==> config.mk <==
export PLATFORM = sky130hd
export DESIGN_NAME = shift_sequencer
export DESIGN_NICKNAME = d
export VERILOG_FILES = /design/src/rtl/shift_sequencer.sv
export SDC_FILE = /design/constraint.sdc
export NUM_CORES = 1
export LEC_CHECK = 0
export ABC_AREA = 1
export CORE_UTILIZATION = 51
export DETAILED_ROUTE_END_ITERATION = 16
export GPL_TIMING_DRIVEN = 0
export PLACE_DENSITY_LB_ADDON = 0.15
export SYNTH_ARGS = -nofsm -noshare
export SYNTH_HDL_FRONTEND = slang
export SYNTH_SLANG_ARGS = --single-unit
==> constraint.sdc <==
create_clock -name clk_i -period 2.7 [get_ports clk_i]
set_input_delay 0.54 -clock clk_i [delete_from_list [all_inputs] [get_ports clk_i]]
set_output_delay 0.54 -clock clk_i [all_outputs]
set_load 0.02 [all_outputs]
==> src/rtl/shift_sequencer.sv <==
// Multi-cycle RV32I shift unit (SLL/SRL/SRA) stepping a small shift stage per clock.
// Optional build macro SHIFTSEQ_STEP4_EN: steps by 4 while at least 4 positions remain.
module shift_sequencer #(
    parameter int XLEN    = 32,
    parameter int SHAMT_W = 5
) (
    input  logic            clk_i,
    input  logic            rst_i,
    input  logic            req_valid_i,
    output logic            req_ready_o,
    input  logic [1:0]      op_i,
    input  logic [XLEN-1:0] rs1_i,
    input  logic [XLEN-1:0] rs2_i,
    input  logic            kill_i,
    output logic            rsp_valid_o,
    input  logic            rsp_ready_i,
    output logic [XLEN-1:0] rd_o,
    output logic            busy_o
);

    typedef enum logic [1:0] {
        IDLE = 2'd0,
        BUSY = 2'd1,
        DONE = 2'd2
    } state_t;

    localparam logic [1:0] OP_SLL = 2'b00;
    localparam logic [1:0] OP_SRL = 2'b01;
    localparam logic [1:0] OP_SRA = 2'b10;

    state_t             state_reg, state_next;
    logic [XLEN-1:0]    data_reg, data_next;
    logic [XLEN-1:0]    rd_reg, rd_next;
    logic [SHAMT_W-1:0] count_reg, count_next;
    logic [1:0]         op_reg, op_next;

    logic [SHAMT_W-1:0] shamt_in;
    logic               unused_rs2;
    logic               shift_right;
    logic               fill;
    logic [XLEN-1:0]    left1, right1;
    logic [XLEN-1:0]    stepped;
    logic [SHAMT_W-1:0] step_amt;

    assign shamt_in   = rs2_i[SHAMT_W-1:0];
    assign unused_rs2 = ^rs2_i[XLEN-1:SHAMT_W];

    // Reserved op 11 falls through to a left shift.
    assign shift_right = (op_reg == OP_SRL) || (op_reg == OP_SRA);
    assign fill        = (op_reg == OP_SRA) ? data_reg[XLEN-1] : 1'b0;

    genvar gi;
    generate
        for (gi = 0; gi < XLEN; gi++) begin : g_step1
            if (gi == 0) begin : g_l0
                assign left1[gi] = 1'b0;
            end else begin : g_l
                assign left1[gi] = data_reg[gi-1];
            end
            if (gi == XLEN-1) begin : g_rtop
                assign right1[gi] = fill;
            end else begin : g_r
                assign right1[gi] = data_reg[gi+1];
            end
        end
    endgenerate

`ifdef SHIFTSEQ_STEP4_EN
    logic [XLEN-1:0] left4, right4;
    logic            use_step4;

    generate
        for (gi = 0; gi < XLEN; gi++) begin : g_step4
            if (gi < 4) begin : g_l0
                assign left4[gi] = 1'b0;
            end else begin : g_l
                assign left4[gi] = data_reg[gi-4];
            end
            if (gi > XLEN-5) begin : g_rtop
                assign right4[gi] = fill;
            end else begin : g_r
                assign right4[gi] = data_reg[gi+4];
            end
        end
    endgenerate

    assign use_step4 = (count_reg >= SHAMT_W'(4));
    assign step_amt  = use_step4 ? SHAMT_W'(4) : SHAMT_W'(1);
    assign stepped   = use_step4 ? (shift_right ? right4 : left4)
                                 : (shift_right ? right1 : left1);
`else
    assign step_amt  = SHAMT_W'(1);
    assign stepped   = shift_right ? right1 : left1;
`endif

    always_comb begin
        state_next = state_reg;
        data_next  = data_reg;
        rd_next    = rd_reg;
        count_next = count_reg;
        op_next    = op_reg;
        // A flush wins over everything, including a request in the same cycle.
        if (kill_i) begin
            state_next = IDLE;
        end else begin
            case (state_reg)
                IDLE: begin
                    if (req_valid_i) begin
                        data_next  = rs1_i;
                        count_next = shamt_in;
                        op_next    = op_i;
                        if (shamt_in == '0) begin
                            state_next = DONE;
                            rd_next    = rs1_i;
                        end else begin
                            state_next = BUSY;
                        end
                    end
                end
                BUSY: begin
                    data_next  = stepped;
                    count_next = count_reg - step_amt;
                    if (count_reg == step_amt) begin
                        state_next = DONE;
                        rd_next    = stepped;
                    end
                end
                DONE: begin
                    if (rsp_ready_i) begin
                        state_next = IDLE;
                    end
                end
                default: state_next = IDLE;
            endcase
        end
    end

    always_ff @(posedge clk_i) begin
        if (rst_i) begin
            state_reg <= IDLE;
            data_reg  <= '0;
            rd_reg    <= '0;
            count_reg <= '0;
            op_reg    <= OP_SLL;
        end else begin
            state_reg <= state_next;
            data_reg  <= data_next;
            rd_reg    <= rd_next;
            count_reg <= count_next;
            op_reg    <= op_next;
        end
    end

    assign req_ready_o = (state_reg == IDLE);
    assign rsp_valid_o = (state_reg == DONE);
    assign busy_o      = (state_reg != IDLE);
    assign rd_o        = rd_reg;

endmodule

After elaboration in Yosys (flattened, before gate mapping)
Index checks and enable logic that the tools add are counted.

Equal/unequal tests: 9. Reduce and logical (&&, ||, !) cells: 10. Bitwise logic cells: 1. Add/sub/neg operators: 1. Multiplexer cells: 15.

Operators with widths (number): 32-bit two-way mux (5); 32-bit case mux with 2 select lines (2); 5-bit case mux with 2 select lines (1); 3-bit AND reduction (3); 2-bit two-way mux (4); 2-bit case mux with 3 select lines (1); 5-bit by 1-bit equality test with 1-bit output (second input constant) (1); 5-bit zero test (1); 5-bit two-way mux (1); 5-bit AND reduction (1); 5-bit by 1-bit subtractor with 5-bit output (second input constant) (1); 2-bit by 1-bit equality test with 1-bit output (second input constant) (2); 2-bit equality test (second input constant) (2); 2-bit by 1-bit != test with 1-bit output (second input constant) (2); 2-bit != test (second input constant) (2); 2-bit nonzero test (2); 2-bit zero test (1); 2-bit OR reduction (1); 1-bit logical OR (1); 1-bit two-way mux (1); 1-bit NOT (1).

Flip-flop bits (word level): 73. Logic and storage cells: 41. Output and inout bits: 35. Bits of input ports: 71.

Longest topological paths before layout
Word-level depth: 5. Depth in mapped cells: 11. Depth with buffers taken out: 10.

Worst setup path before layout
OpenSTA, ideal clock, no wires.

Kind: register to register. Start point: register op_reg[0]. End point: register rd_reg[31] (netlist: rd_o[31]). Required time: 2636 ps. Period minus slack after synthesis: 1513 ps. Buffers on the path: 1. Setup time: 64 ps. Stages on the path, launching flop included: 9. Setup slack: 1187 ps. Data arrival time: 1449 ps. Cell sequence: dfxtp_1 -> inv_1 -> ha_1 -> inv_1 -> clkbuf_1 -> nand3_1 -> a21oi_1 -> nor2_1 -> nor2_1.

Longest elaborated chain between the ends: 5. Elaborated cells between the ends (all ways): 7. Classes of those cells: eq/ne: 2; mux: 4; reduce/logical: 1.

Ends and longest elaborated chain: from (decl) (line 35) `logic [1:0] op_reg, op_next;`; from (signal assigned) (line 150) `op_reg <= op_next;`; 2-bit equality test / 2-bit by 1-bit equality test with 1-bit output (equally long branches) (line 49, 50); 1-bit two-way mux / 1-bit logical OR (equally long branches) (line 50, 49); 32-bit two-way mux (*) (line 93) `assign stepped = shift_right ? right1 : left1;`; 32-bit two-way mux (*) (line 123) `if (count_reg == step_amt) begin`; 32-bit case mux with 2 select lines (*) (line 106) `case (state_reg)`; to (signal assigned) (line 148) `rd_reg <= rd_next;`; to (decl) (line 33) `logic [XLEN-1:0] rd_reg, rd_next;`.

Mark *: on every way between the ends. The rest lies on a longest branch, timed or not. The select of a mux whose other input is x is not followed. A chain may end at the register's enable or synchronous reset.

Worst setup path in the final report
Start point: register state_reg[1]. End point: output port rsp_valid_o.

Longest elaborated chain between the ends: 1.

Ends and longest elaborated chain: from (decl) (line 31) `state_t state_reg, state_next;`; from (signal assigned) (line 146) `state_reg <= state_next;`; 2-bit equality test (line 155) `assign rsp_valid_o = (state_reg == DONE);`; to (decl) (line 15) `output logic rsp_valid_o,`.

Every way passes these cells.

==> impl_metrics.json <==
{
  "report.final.hold_viol_count": 0,
  "synth-edff-count": 0,
  "critPathLaunch": "state_reg[1]$_SDFFE_PP0P_",
  "rsz0062_at_grt": "no",
  "worstSetupPathType": "flip-flop to output pin",
  "endpoint_kind": "output pin",
  "multi_input_area_mm2": 0.001777,
  "cts_resized": 0,
  "min_path_type": "flip-flop to flip-flop",
  "core.rowCount": 30,
  "rrSetupSlack_ns": 0.81,
  "synth_nets": 646,
  "ys_seq_area_share_pct": 40.56,
  "status": "finished, final reports clean",
  "r2r_start": "op_reg[0]$_SDFFE_PP0P_",
  "yosysMostFrequentCell": "nor2_1",
  "final-setup-viol-count": 0,
  "period_share_pct": 78.34,
  "port_buffers": 78,
  "fp.dieW_um": 86.06,
  "antenna_cells": 0,
  "ios": 106,
  "syn_avg_cell_area_um2": 6.300,
  "post_cts_buffers": 0,
  "yosys-top-cells-count": "172 x nor2_1, 115 x nand2_1, 73 x dfxtp_1",
  "route.detailed.drc": 0,
  "grt_pass1_wl_mm": 15.39,
  "synth_area_leaders": "dfxtp_1 41%, nor2_1 18%, nand2_1 12%, a21oi_1 9.7%, o21ai_0 5.7%",
  "ctsHtreeMaxLevel": 3,
  "synth_ff_type": "dfxtp_1",
  "cts_tree": "built",
  "dp_hpwl_mm": 6.505,
  "cts_root_buf": "clkbuf_8",
  "leakage_nw": 2.111,
  "dieHeight_um": 86.06,
  "die_area_mm2": 0.007405,
  "drv_slew": 0,
  "grt_pass1_vias": 3471,
  "synthArstFlopShare_pct": 0,
  "syn_area_mm2": 0.003603,
  "drive_above_1_share_pct": 5.255,
  "yosysUniqueCellTypes": 20,
  "ir_worst_vdd_mv": 0.3078,
  "start_kind": "flip-flop",
  "cp.arrival_ns": 1.58,
  "regArea_mm2": 0.001461,
  "vias": 3826,
  "path_max_fanout": 4,
  "clock_path_buffers": 2,
  "synth.top_cell.area_share_pct": 40.56,
  "max_slew_margin_pct": 65.40,
  "cp.required_ns": 2.16,
  "cts_inserted_buffers": 9,
  "max_freq_ghz": 0.4728,
  "place.gp.congestion": 0.8784,
  "syn_inst": 572,
  "timing.setup.tns_ns": 0,
  "initialDrtViolationCount": 204,
  "dr.pass1.iters": 5,
  "vias_per_cell": 5.021,
  "hold_buffers": 0,
  "clkSlewWorstSetupHoldPaths_ns": 0.07,
  "coreArea_mm2": 0.006794,
  "finClkSkew_ns": 0.007792,
  "ys.warnings.count": 0,
  "yosysTopAreaCell": "dfxtp_1",
  "clock_latency_ns": 0.35,
  "drtAntennaViolNets": 0,
  "powerDensity_mw_per_mm2": 558.0,
  "areaGrowthSynthToFinish_pct": 30.42,
  "period_minus_slack_ns": 2.115,
  "grt_usage_pct": 26.16,
  "antenna_found_initial": 0,
  "wl_per_cell_um": 12.11,
  "timing.rr.end": "data_reg[26]$_SDFFE_PP0P_",
  "start_util_pct": 53.04,
  "nFillCells": 628,
  "worstRegToRegCells": 8,
  "worst_pin_slew_ns": 0.5190,
  "endpoint": "rsp_valid_o",
  "cts.sinks": 73,
  "ys_ff_latch": 73,
  "wl_mm": 9.225,
  "gr-total-overflow": 0,
  "hold_slack_ns": 0.4587,
  "maxCapViolCount": 0,
  "final_nets": 735,
  "grt_max_degree": 13
}
[power breakdown]
group / internal, W / switching (W)
clock: 0.000446 / 0.000416
combinational: 0.000229 / 0.000333
sequential: 0.00115 / 0.0000482
total: 0.00182 / 0.000797
[critical path, cell delays in order (launching register included)]
cell             delay [ns]
dfxtp_1                0.39
inv_1                  0.10
nor2_1                 0.12
clkdlybuf4s50_1        0.62
[worst min path at each step]
stage	startpoint	to	slack [ns]	cells after the start
2_1_floorplan	op_reg[1]$_SDFFE_PP0P_	op_reg[1]$_SDFFE_PP0P_	0.43	2
3_3_place_gp	op_reg[1]$_SDFFE_PP0P_	op_reg[1]$_SDFFE_PP0P_	0.44	2
3_5_place_dp	op_reg[1]$_SDFFE_PP0P_	op_reg[1]$_SDFFE_PP0P_	0.45	2
4_1_cts	op_reg[1]$_SDFFE_PP0P_	op_reg[1]$_SDFFE_PP0P_	0.46	2
5_1_grt	op_reg[1]$_SDFFE_PP0P_	op_reg[1]$_SDFFE_PP0P_	0.51	2
6_report	op_reg[1]$_SDFFE_PP0P_	op_reg[1]$_SDFFE_PP0P_	0.46	2
[kinds of logic after synthesis]
kind of cell	Yosys count	synth area share, %
and+or+nand+nor	299	32.19
AOI/OAI and AO/OA	113	16.08
buffers and inverters	84	10.14
DFF	73	40.56
adders and majority gates	3	1.042
[layout by cell type, fill, tap and decap left out, types with 3 or more instances in the layout]
cell             count
clkbuf_8            10
buf_6                3
a21oi_1             70
buf_2                6
clkbuf_1            19
o21ai_0             41
clkinv_2             4
nor2_1             172
clkdlybuf4s50_1     78
nand3_1              8
ha_1                 3
dfxtp_1             73
inv_1               49
buf_4                5
nand2_1            115
[through the flow]
step           worst slack, ns  instances  cell area, um2  total power, W  utilization [%]
3_3_place_gp            0.4539        746            4504        0.001763            66.30
5_1_grt                 0.4828        762            4700        0.002756            69.17
2_1_floorplan            1.187        572            3603        0.001566                -
3_5_place_dp            0.4044        746            4504        0.001774            66.30
4_1_cts                 0.5843        762            4700        0.002625            69.17
6_report                0.5847        762            4700        0.002622            69.17
[routing by layer]
metal	track usage (%)	up-vias	share of wire, %
met5	0	-	0
met4	9.848	0	1.7
met3	3.561	15	5.9
met2	43.22	131	47
met1	34.73	1724	46
li1	-	1956	-
[cell type report]
class	instances	area share (%)
Clock inverter	6	1.225
Inverter	50	3.994
Tap cell	96	2.556
Sequential cell	73	31.10
Clock buffer	10	2.929
Timing Repair Buffer	78	16.61
Multi-Input combinational cell	415	37.81
Buffer	34	3.781
Note: power is estimated with default switching activity, not from simulation.
